===== config.mk =====
export PLATFORM = sky130hd
export DESIGN_NAME = fifo_rr_drain_sched
export DESIGN_NICKNAME = d
export VERILOG_FILES = /design/src/rtl/fifo_rr_drain_sched.sv
export SDC_FILE = /design/constraint.sdc
export NUM_CORES = 1
export LEC_CHECK = 0
export CAP_MARGIN = 20
export CELL_PAD_IN_SITES_DETAIL_PLACEMENT = 1
export CELL_PAD_IN_SITES_GLOBAL_PLACEMENT = 1
export CORE_MARGIN = 3
export CORE_UTILIZATION = 22
export CTS_BUF_LIST = sky130_fd_sc_hd__clkbuf_2
export DETAILED_ROUTE_END_ITERATION = 16
export GPL_ROUTABILITY_DRIVEN = 0
export PLACE_DENSITY_LB_ADDON = 0.1
export REMOVE_ABC_BUFFERS = 1
export SLEW_MARGIN = 20
export SYNTH_ARGS = -nofsm -noshare
export SYNTH_HDL_FRONTEND = slang
export SYNTH_SLANG_ARGS = --single-unit

===== constraint.sdc =====
create_clock -name clk -period 2.3 [get_ports clk]
set_input_delay 0.46 -clock clk [delete_from_list [all_inputs] [get_ports clk]]
set_output_delay 0.46 -clock clk [all_outputs]
set_load 0.005 [all_outputs]

===== src/rtl/fifo_rr_drain_sched.sv =====
// ---------------------------------------------------------------------------
// fifo_rr_drain_sched
//
// Round-robin read scheduler. It drains a bank of first-word-fall-through
// shallow FIFOs into a single valid/ready stream. Each grant allows a burst
// of up to BURST_LEN words. The grant then rotates to the next eligible
// channel after the one that was last served. A channel is eligible when it
// is unmasked and its FIFO is non-empty.
//
// Optional feature (macro FIFO_SCHED_URGENT_EN):
//   When the macro is defined, an eligible channel that reports prog_full
//   wins arbitration ahead of the round-robin order. The lowest such index
//   wins. Without the macro, fifo_prog_full is ignored.
//
// Ports:
//   clk             clock
//   rst_n           asynchronous active-low reset
//   sched_en        gates the start of new bursts only
//   ch_mask         per-channel arbitration enable
//   fifo_empty      FIFO empty flags
//   fifo_prog_full  FIFO prog_full flags (urgent feature only)
//   fifo_rd_data    FWFT read data, channel i at [i*DATA_WIDTH +: DATA_WIDTH]
//   fifo_rd_en      one-hot pop strobe, combinational with the transfer
//   out_valid       output word valid
//   out_ready       downstream accept
//   out_data        output word
//   out_ch          source channel of out_data
//   out_last        final word of a full-length burst
//   busy            a burst is in progress
// ---------------------------------------------------------------------------
module fifo_rr_drain_sched #(
  parameter int NUM_CH     = 4,
  parameter int DATA_WIDTH = 8,
  parameter int BURST_LEN  = 4,
  parameter int CH_WIDTH   = $clog2(NUM_CH),
  parameter int BEAT_WIDTH = $clog2(BURST_LEN) + 1
) (
  input  logic                         clk,
  input  logic                         rst_n,
  input  logic                         sched_en,
  input  logic [NUM_CH-1:0]            ch_mask,
  input  logic [NUM_CH-1:0]            fifo_empty,
  input  logic [NUM_CH-1:0]            fifo_prog_full,
  input  logic [NUM_CH*DATA_WIDTH-1:0] fifo_rd_data,
  output logic [NUM_CH-1:0]            fifo_rd_en,
  output logic                         out_valid,
  input  logic                         out_ready,
  output logic [DATA_WIDTH-1:0]        out_data,
  output logic [CH_WIDTH-1:0]          out_ch,
  output logic                         out_last,
  output logic                         busy
);

  typedef enum logic {
    IDLE  = 1'b0,
    BURST = 1'b1
  } state_e;

  state_e                state_q, state_d;
  logic [CH_WIDTH-1:0]   rr_ptr_q, rr_ptr_d;
  logic [CH_WIDTH-1:0]   grant_idx_q, grant_idx_d;
  logic [BEAT_WIDTH-1:0] beat_cnt_q, beat_cnt_d;

  logic [NUM_CH-1:0]     eligible;
  logic                  pick_found;
  logic [CH_WIDTH-1:0]   pick_idx;
  logic [CH_WIDTH-1:0]   cand;
  logic                  last_beat;
  logic                  xfer;
  logic [DATA_WIDTH-1:0] ch_data [NUM_CH];

  assign eligible  = ch_mask & ~fifo_empty;
  assign last_beat = (beat_cnt_q == BEAT_WIDTH'(BURST_LEN - 1));

  always_comb begin
    for (int i = 0; i < NUM_CH; i++) begin
      ch_data[i] = fifo_rd_data[i*DATA_WIDTH +: DATA_WIDTH];
    end
  end

`ifdef FIFO_SCHED_URGENT_EN
  logic [NUM_CH-1:0] urgent;
  assign urgent = eligible & fifo_prog_full;
`else
  logic unused_prog_full;
  assign unused_prog_full = ^fifo_prog_full;
`endif

  // The scan starts one past the last served channel and wraps modulo
  // NUM_CH. That way a lone eligible channel is still found, because its
  // own index is the last candidate tried.
  always_comb begin
    pick_found = 1'b0;
    pick_idx   = '0;
    cand       = '0;
    for (int off = 1; off <= NUM_CH; off++) begin
      cand = CH_WIDTH'((int'(rr_ptr_q) + off) % NUM_CH);
      if (!pick_found && eligible[cand]) begin
        pick_found = 1'b1;
        pick_idx   = cand;
      end
    end
`ifdef FIFO_SCHED_URGENT_EN
    // An urgent channel overrides the rotation. The loop runs downward so
    // the lowest urgent index is the one that remains.
    if (|urgent) begin
      pick_found = 1'b1;
      for (int i = NUM_CH - 1; i >= 0; i--) begin
        if (urgent[i]) begin
          pick_idx = CH_WIDTH'(i);
        end
      end
    end
`endif
  end

  // Next-state and output decode. out_valid comes straight from the granted
  // FIFO's empty flag. The FIFO only loses words when we pop it, so a
  // presented word stays put until it is accepted. A granted FIFO that is
  // already empty ends the burst early.
  always_comb begin
    state_d     = state_q;
    rr_ptr_d    = rr_ptr_q;
    grant_idx_d = grant_idx_q;
    beat_cnt_d  = beat_cnt_q;
    out_valid   = 1'b0;
    out_last    = 1'b0;
    busy        = 1'b0;
    xfer        = 1'b0;
    case (state_q)
      IDLE: begin
        if (sched_en && pick_found) begin
          grant_idx_d = pick_idx;
          beat_cnt_d  = '0;
          state_d     = BURST;
        end
      end
      BURST: begin
        busy      = 1'b1;
        out_valid = ~fifo_empty[grant_idx_q];
        out_last  = out_valid & last_beat;
        xfer      = out_valid & out_ready;
        if (xfer) begin
          if (last_beat) begin
            state_d    = IDLE;
            rr_ptr_d   = grant_idx_q;
            beat_cnt_d = '0;
          end else begin
            beat_cnt_d = beat_cnt_q + 1'b1;
          end
        end else if (!out_valid) begin
          state_d  = IDLE;
          rr_ptr_d = grant_idx_q;
        end
      end
      default: begin
        state_d = IDLE;
      end
    endcase
  end

  // The pop strobe is combinational with the handshake. The word that is
  // accepted this cycle leaves the FIFO on the same clock edge.
  always_comb begin
    fifo_rd_en = '0;
    if (xfer) begin
      fifo_rd_en[grant_idx_q] = 1'b1;
    end
  end

  assign out_data = ch_data[grant_idx_q];
  assign out_ch   = grant_idx_q;

  always_ff @(posedge clk or negedge rst_n) begin
    if (!rst_n) begin
      state_q     <= IDLE;
      rr_ptr_q    <= CH_WIDTH'(NUM_CH - 1);
      grant_idx_q <= '0;
      beat_cnt_q  <= '0;
    end else begin
      state_q     <= state_d;
      rr_ptr_q    <= rr_ptr_d;
      grant_idx_q <= grant_idx_d;
      beat_cnt_q  <= beat_cnt_d;
    end
  end

endmodule


# After elaboration in Yosys (flattened, before gate mapping)
# Cells that the tools add are included.
# word_totals
register_bits,8
in_bits,48
output_inout_bits,17
word_cells,79
# op_classes
addsub,5
magnitude_cmp,7
eq_ne,4
muxes,40
bitwise,7
reduce_logical,12
# op_table
operator,count
2-to-1 mux 1 bit,18
binary-select mux 8 bit (select 2 bit),1
2-to-1 mux 8 bit,2
< comparator 2 x 3 -> 1 bit (second input constant),5
2-to-1 mux 2 bit,7
binary-select mux 1 bit (select 2 bit),5
2-to-1 mux 3 bit,3
case mux 3 bit (2 select lines),1
logical AND 1 bit,5
adder 2 x 1 -> 2 bit (second input constant),2
adder 2 bit (second input constant),2
AND 4 bit,1
2-to-1 mux 4 bit,1
!= test 2 bit (second input constant),2
inverter 4 bit,1
AND reduction 2 bit,2
adder 3 x 1 -> 3 bit (second input constant),1
== test 3 x 2 -> 1 bit (second input constant),1
greater-or-equal comparator 3 bit (second input constant),1
zero test 1 bit,3
inverter 2 -> 3 bit,1
AND reduction 3 bit,1
AND 1 bit,2
demux 1 bit (select 2 bit),1
5 further kinds,6

# Logic depth before layout (Yosys ltp)
# Gate-level depths: netlist of the first run.
# logic_depth
ltp_word,17
mapped_depth,5
depth_no_buf,5

# Worst setup path after synthesis of the first run
# OpenSTA, ideal clock, no wires.
# synth_timing
kind,register to output
from,reg grant_idx_q[0] (netlist: out_ch[0])
to,out fifo_rd_en[2]
arrival_time_ps,1516
t_required_ps,1840
setup_slack_ps,324
stages_incl_launch_ff,6
n_path_buf,1
path_cell_list,dfrtp_1 buf_6 mux4_2 nor2b_4 nand2_1 nor3b_1
# synth_between
elab_chain_len,6
elab_cells_between_ends,11
classes_between,order compare (2); mux (6); bitwise (2); reduce/logical (1)
# synth_rtl
item,line_no,source
"start, declared",61,"logic [CH_WIDTH-1:0] grant_idx_q, grant_idx_d;"
"start signal, assigned",183,grant_idx_q <= grant_idx_d;
branches (longest 5 deep; another with < comparator 2 x 3 -> 1 bit),-,
2-to-1 mux 4 bit (*),166,if (xfer) begin
"end, declared",45,"output logic [NUM_CH-1:0] fifo_rd_en,"
# Every way passes the cells marked *. The select of a mux whose other input is x is not followed.

# Worst setup path after layout of the first run
# layout_timing
from,reg grant_idx_q[0] (netlist: out_ch[0])
to,out fifo_rd_en[1]
# Same word-level chain as after synthesis.

==> impl_metrics.ini, run 1 <==
[global_routing]
grt_antenna_before_repair = 0
grt-ovfl-total = 0
grt_pass1_wl_mm = 4.80
first_global_vias = 981
grt_usage_pct = 14.5
grt_max_degree = 16

[setup_path]
path_max_fanout = 3
r2r_slack_ns = 0.42
critPathKind = flip-flop to primary output
cp.arrival_ns = 1.78
reg2reg_from = out_ch[0]
r2r-end = beat_cnt_q[2]
critPathRequiredTime_ns = 1.84
crit_slowest_cell = mux4_2
start_kind = flip-flop
cp_cell_sequence = mux4_2 > nor2b_4 > nand2_4 > nor3b_2 > buf_2
cpPeakStageDelay_ns = 0.57
crit_start = out_ch[0]
rr_worst_depth = 7
end_kind = primary output
crit_end = fifo_rd_en[1]

[logic_synthesis]
synth_largest_area_cell = mux4_2
ys_ff_latch = 8
synth_top_area_share_pct = 26.9
syn_inst = 67
synth_warnings = 0
yosys-top-cells-area = mux4_2 27%, dfrtp_1 20%, dfstp_2 7.0%
synth_edf_count = 0
synth.distinct_cells = 33
syn_area_per_cell_um2 = 11.3
synthArstFlopShare_pct = 100
synth-main-ff-cell = dfrtp_1
syn-cell-area_um2 = 754
seq_area_frac_synth_pct = 26.9

[final_layout]
fin_area_um2 = 1540
final_core_util_pct = 49.0
diodes = 0
layout.nets = 192
syn_to_final_growth_pct = 105
layout_common_cells = 42 x clkdlybuf4s50_1, 12 x buf_4, 9 x mux4_2, 8 x dlymetal6s2s_1
drive_gt1_share_pct = 35.9
final_common_cell = clkdlybuf4s50_1
n_fill_cell = 365

[floorplanning]
dieHeight_um = 64.6
num_io_pins = 65
die_w_um = 64.6
die-area_um2 = 4170
core_um2 = 3150
start_util_pct = 23.9
rows = 20

[clock_network]
clk_pin_slew_ns = 0.09
cts_buffers = 3
cts.sinks = 8
clk_latency_ns = 0.23
htreeDepth = 1
ctsHoldBuffers = 0
cts_buffer_depth = 2
cts_tree = yes
root_buffer = clkbuf_2

[placement]
io_buffers = 60
dpl_cell_area_um2 = 1470
place_hpwl_mm = 2.42

[power_and_ir_drop]
ir_drop_mv = 0.383
power_w = 0.00129
power_density_nw_per_um2 = 832
leakage_nw = 0.718

[drt]
drtAntennaViolNets = 0
wl_per_cell_um = 15.9
drt_iter0_drc = 22
firstDrtPassIters = 4
drc = 0
totalWireLength_mm = 2.96
via_per_inst = 4.58
vias = 852

[sta]
tightest_slew_ns = 0.332
grt_setup_unrepaired = yes
finalClockSkew_ns = 0.0133
setup-violations-final = 0
maxSlewHeadroom_pct = 77.8
hold_viol_final = 0
timing.hold.ws_ns = 0.482
min_period_ns = 2.24
slew_viol_final = 0
fin_tns_setup_ns = 0
finalCritPeriodShare_pct = 97.5
fmax_mhz = 446

[job]
maxCapViolations = 0

[hold_path]
hold_path_class = primary input to async pin

[run_status]
status = finished, final reports clean
## area by class of cell
type	count	area, µm²	share of cell area [%]
clock buffer	4	20.0	1.30
sequential	8	203	13.1
tap	44	55.1	3.57
inverter	4	15.0	0.972
timing repair buffer	74	707	45.8
multi-input combinational	52	544	35.3
## flip-flops by register name, summed over array words and instances (netlist names)
signal      cells
beat_cnt_q      3
out_ch          2
rr_ptr_q        2
state_q         1
## power breakdown
part | switching, W | leakage, nW | internal, W
Sequential | 0.0000637 | 0.0987 | 0.000208
Combinational | 0.000337 | 0.603 | 0.000584
Clock | 0.0000465 | 0.0166 | 0.0000462
Total | 0.000447 | 0.718 | 0.000838
## worst min-delay path by stage
stage,slack [ns],endpoint,cells past startpoint
after floorplan,0.16,beat_cnt_q[0],0
after global placement,0.47,beat_cnt_q[2],1
after detailed placement,0.48,beat_cnt_q[2],1
after CTS,0.48,out_ch[1],1
after global routing,0.51,beat_cnt_q[2],1
final,0.48,out_ch[1],1
## cell families after synthesis
| logic type | synth area share [%] |
|---|---|
| AO/OA/AOI/OAI | 12.8 |
| adder cells (fa/ha/maj) | 1.66 |
| buffers and inverters | 4.64 |
| flip-flops | 26.9 |
| multiplexers | 33.2 |
| AND/OR/NAND/NOR | 20.9 |
## through the flow
step | setup slack, ns | instances
CTS | 0.0148 | 186
global placement | -0.572 | 178
detailed placement | -0.582 | 178
finish | 0.0569 | 186
global route | -0.0597 | 186
floorplan | 0.0185 | 64
## worst max-delay path, delay by kind of cell (launching register included)
family / cells / cell delay (ns)
mux: 1 / 0.57
simple gates: 3 / 0.43
flops: 1 / 0.43
buf+inv: 1 / 0.13
## what timing repair did
action / CTS / global route
resized for setup: 35 / 13
buffers inserted: 4 / 0
gates cloned: 0 / 0
setup endpoints to repair: 14 / 14
pin swaps: 2 / 1
## synthesized netlist by cell type, types with 2 or more instances
| library cell | count |
|---|---|
| nand2b_1 | 2 |
| nor2_1 | 4 |
| nor3b_1 | 2 |
| mux4_2 | 9 |
| inv_1 | 4 |
| o21a_1 | 2 |
| nor2b_1 | 6 |
| nand2_1 | 2 |
| o21ai_0 | 3 |
| mux2_2 | 2 |
| nand3_1 | 3 |
| dfstp_2 | 2 |
| dfrtp_1 | 6 |
## metal layers
layer	share of wire [%]	global-route usage (%)	up-vias	wire length, µm
li1	-	-	404	-
met1	40	16.7	408	1180
met2	53	28.4	40	1580
met3	6.6	2.25	0	194
met4	0	2.37	0	0
met5	0	0	-	0
Power figures use the tool's default switching activity.
==> run 2, diff against run 1 <==
- CAP_MARGIN: 20 -> 10
- clock period: 2.3 -> 2.5 ns (I/O delays scaled with it)
==> impl_metrics.ini, run 2 (same netlist as run 1, synthesis figures left out) <==
[global_routing]
first_global_vias = 925
grt-ovfl-total = 0
gr-usage-met3_pct = 3.64
grt_max_degree = 16
use_met1_pct = 15.7
grt_pass1_wl_mm = 4.56
use_met2_pct = 25.5
grt_antenna_before_repair = 0
busiest_layer = met2
grt_usage_pct = 13.9

[setup_path]
crit_start = out_ch[0]
critPathKind = flip-flop to primary output
end_kind = primary output
critPathRequiredTime_ns = 2.00
start_kind = flip-flop
path_max_fanout = 15
cp.arrival_ns = 1.87
reg2reg_from = out_ch[0]

[run_status]
status = finished, final reports clean

[drt]
firstDrtPassIters = 4
totalWireLength_mm = 2.79
vias = 863
wl_per_cell_um = 15.4
drt_iter0_drc = 34
via_per_inst = 4.77
drtAntennaViolNets = 0
drc = 0

[final_layout]
diodes = 0
multi_input_area_um2 = 539
register_area_um2 = 203
syn_to_final_growth_pct = 95.9
layout_common_cells = 50 x clkdlybuf4s50_1, 10 x buf_4, 9 x mux4_2, 6 x nor2b_1, 6 x dfrtp_1
layout.nets = 188
stdcell_count = 181
largest_reg_flops = 3
n_fill_cell = 378
drive_gt1_share_pct = 31.4
top_register = beat_cnt_q
fin_area_um2 = 1480
final_common_cell = clkdlybuf4s50_1

[floorplanning]
die-area_um2 = 4170
rows = 20
die_w_um = 64.6
dieHeight_um = 64.6
num_io_pins = 65
start_util_pct = 23.9
core_um2 = 3150

[sta]
setup-violations-final = 0
maxSlewHeadroom_pct = 66.4
grt_setup_unrepaired = no
fmax_mhz = 423
finalClockSkew_ns = 0.00693
tightest_slew_ns = 0.498
finalCritPeriodShare_pct = 94.7
slew_viol_final = 0
min_period_ns = 2.37
fin_tns_setup_ns = 0
hold_viol_final = 0

[placement]
io_buffers = 60
dpl_cell_area_um2 = 1470
place_hpwl_mm = 2.39
placed_cells = 178

[clock_network]
clk_pin_slew_ns = 0.08
clk_latency_ns = 0.23
cts_tree = yes
htreeDepth = 1
root_buffer = clkbuf_2
cts_buffer_depth = 2
cts.sinks = 8
cts_setup_buffers = 0
cts_buffers = 3

[power_and_ir_drop]
ir_drop_mv = 0.312
leakage_nw = 0.623
power_density_nw_per_um2 = 752

[hold_path]
hold_path_class = flip-flop to flip-flop
hp-start = beat_cnt_q[2]

[job]
maxCapViolations = 0
## run 2: changes by cell type in the layout (fill, tap and decap cells not counted), moves of 2 or more
cell             delta
clkdlybuf4s50_1     +8
nor2_1              +2
buf_4               -2
dlymetal6s2s_1      -7
nor2_2              -2
## run 2: metal layers
layer	vias to the layer above	wire length [µm]
met4	0	5
met5	-	0
li1	397	-
met1	426	1130
met2	38	1440
met3	2	223
## run 2: critical path, cell delays in order (launching register included)
cell	delay (ns)
dfrtp_1	0.38
buf_4	0.27
mux4_2	0.52
clkdlybuf4s50_1	0.47
## run 2: final timing paths
| kind | endpoint | slack, ns | depth (start not counted) |
|---|---|---|---|
| setup / recovery | out_data[3] | 0.13 | 3 |
| hold / removal | beat_cnt_q[2] | 0.48 | 1 |
| setup reg to reg | beat_cnt_q[1] | 0.69 | 6 |
| hold reg to reg | beat_cnt_q[2] | 0.48 | 1 |
| max in group asynchronous | rr_ptr_q[0] | 1.65 | 1 |
| min in group asynchronous | beat_cnt_q[2] | 0.54 | 1 |
## run 2: area by class of cell
type                    instances  area share [%]
flip-flops and latches          8            13.7
well taps                      44            3.73
inverters                       4            1.02
multi-input cells              52            36.5
clock buffers                   3            1.02
repair buffers                 70            44.0
## run 2: metrics by stage
stage / power [W] / setup slack, ns / utilization (%) / hold slack (ns)
2_1_floorplan: 0.000623 / 0.178 / - / 0.204
3_3_place_gp: 0.00103 / -0.406 / 46.5 / 0.460
3_5_place_dp: 0.00105 / -0.475 / 46.5 / 0.469
4_1_cts: 0.00113 / 0.00293 / 46.6 / 0.488
5_1_grt: 0.00121 / 0.00551 / 46.9 / 0.506
6_report: 0.00111 / 0.133 / 46.9 / 0.480
## run 2: repair_timing
item,4_1_cts,5_1_grt
hold endpoints to repair,0,0
pin swaps,2,2
hold buffers,0,0
gates resized for setup,30,2
setup endpoints to repair,6,5
## run 2: power by group
part	total (W)	switching, W	internal [W]
clock network	0.0000748	0.0000421	0.0000327
registers	0.000245	0.0000535	0.000191
logic	0.000791	0.000287	0.000504
total	0.00111	0.000383	0.000728
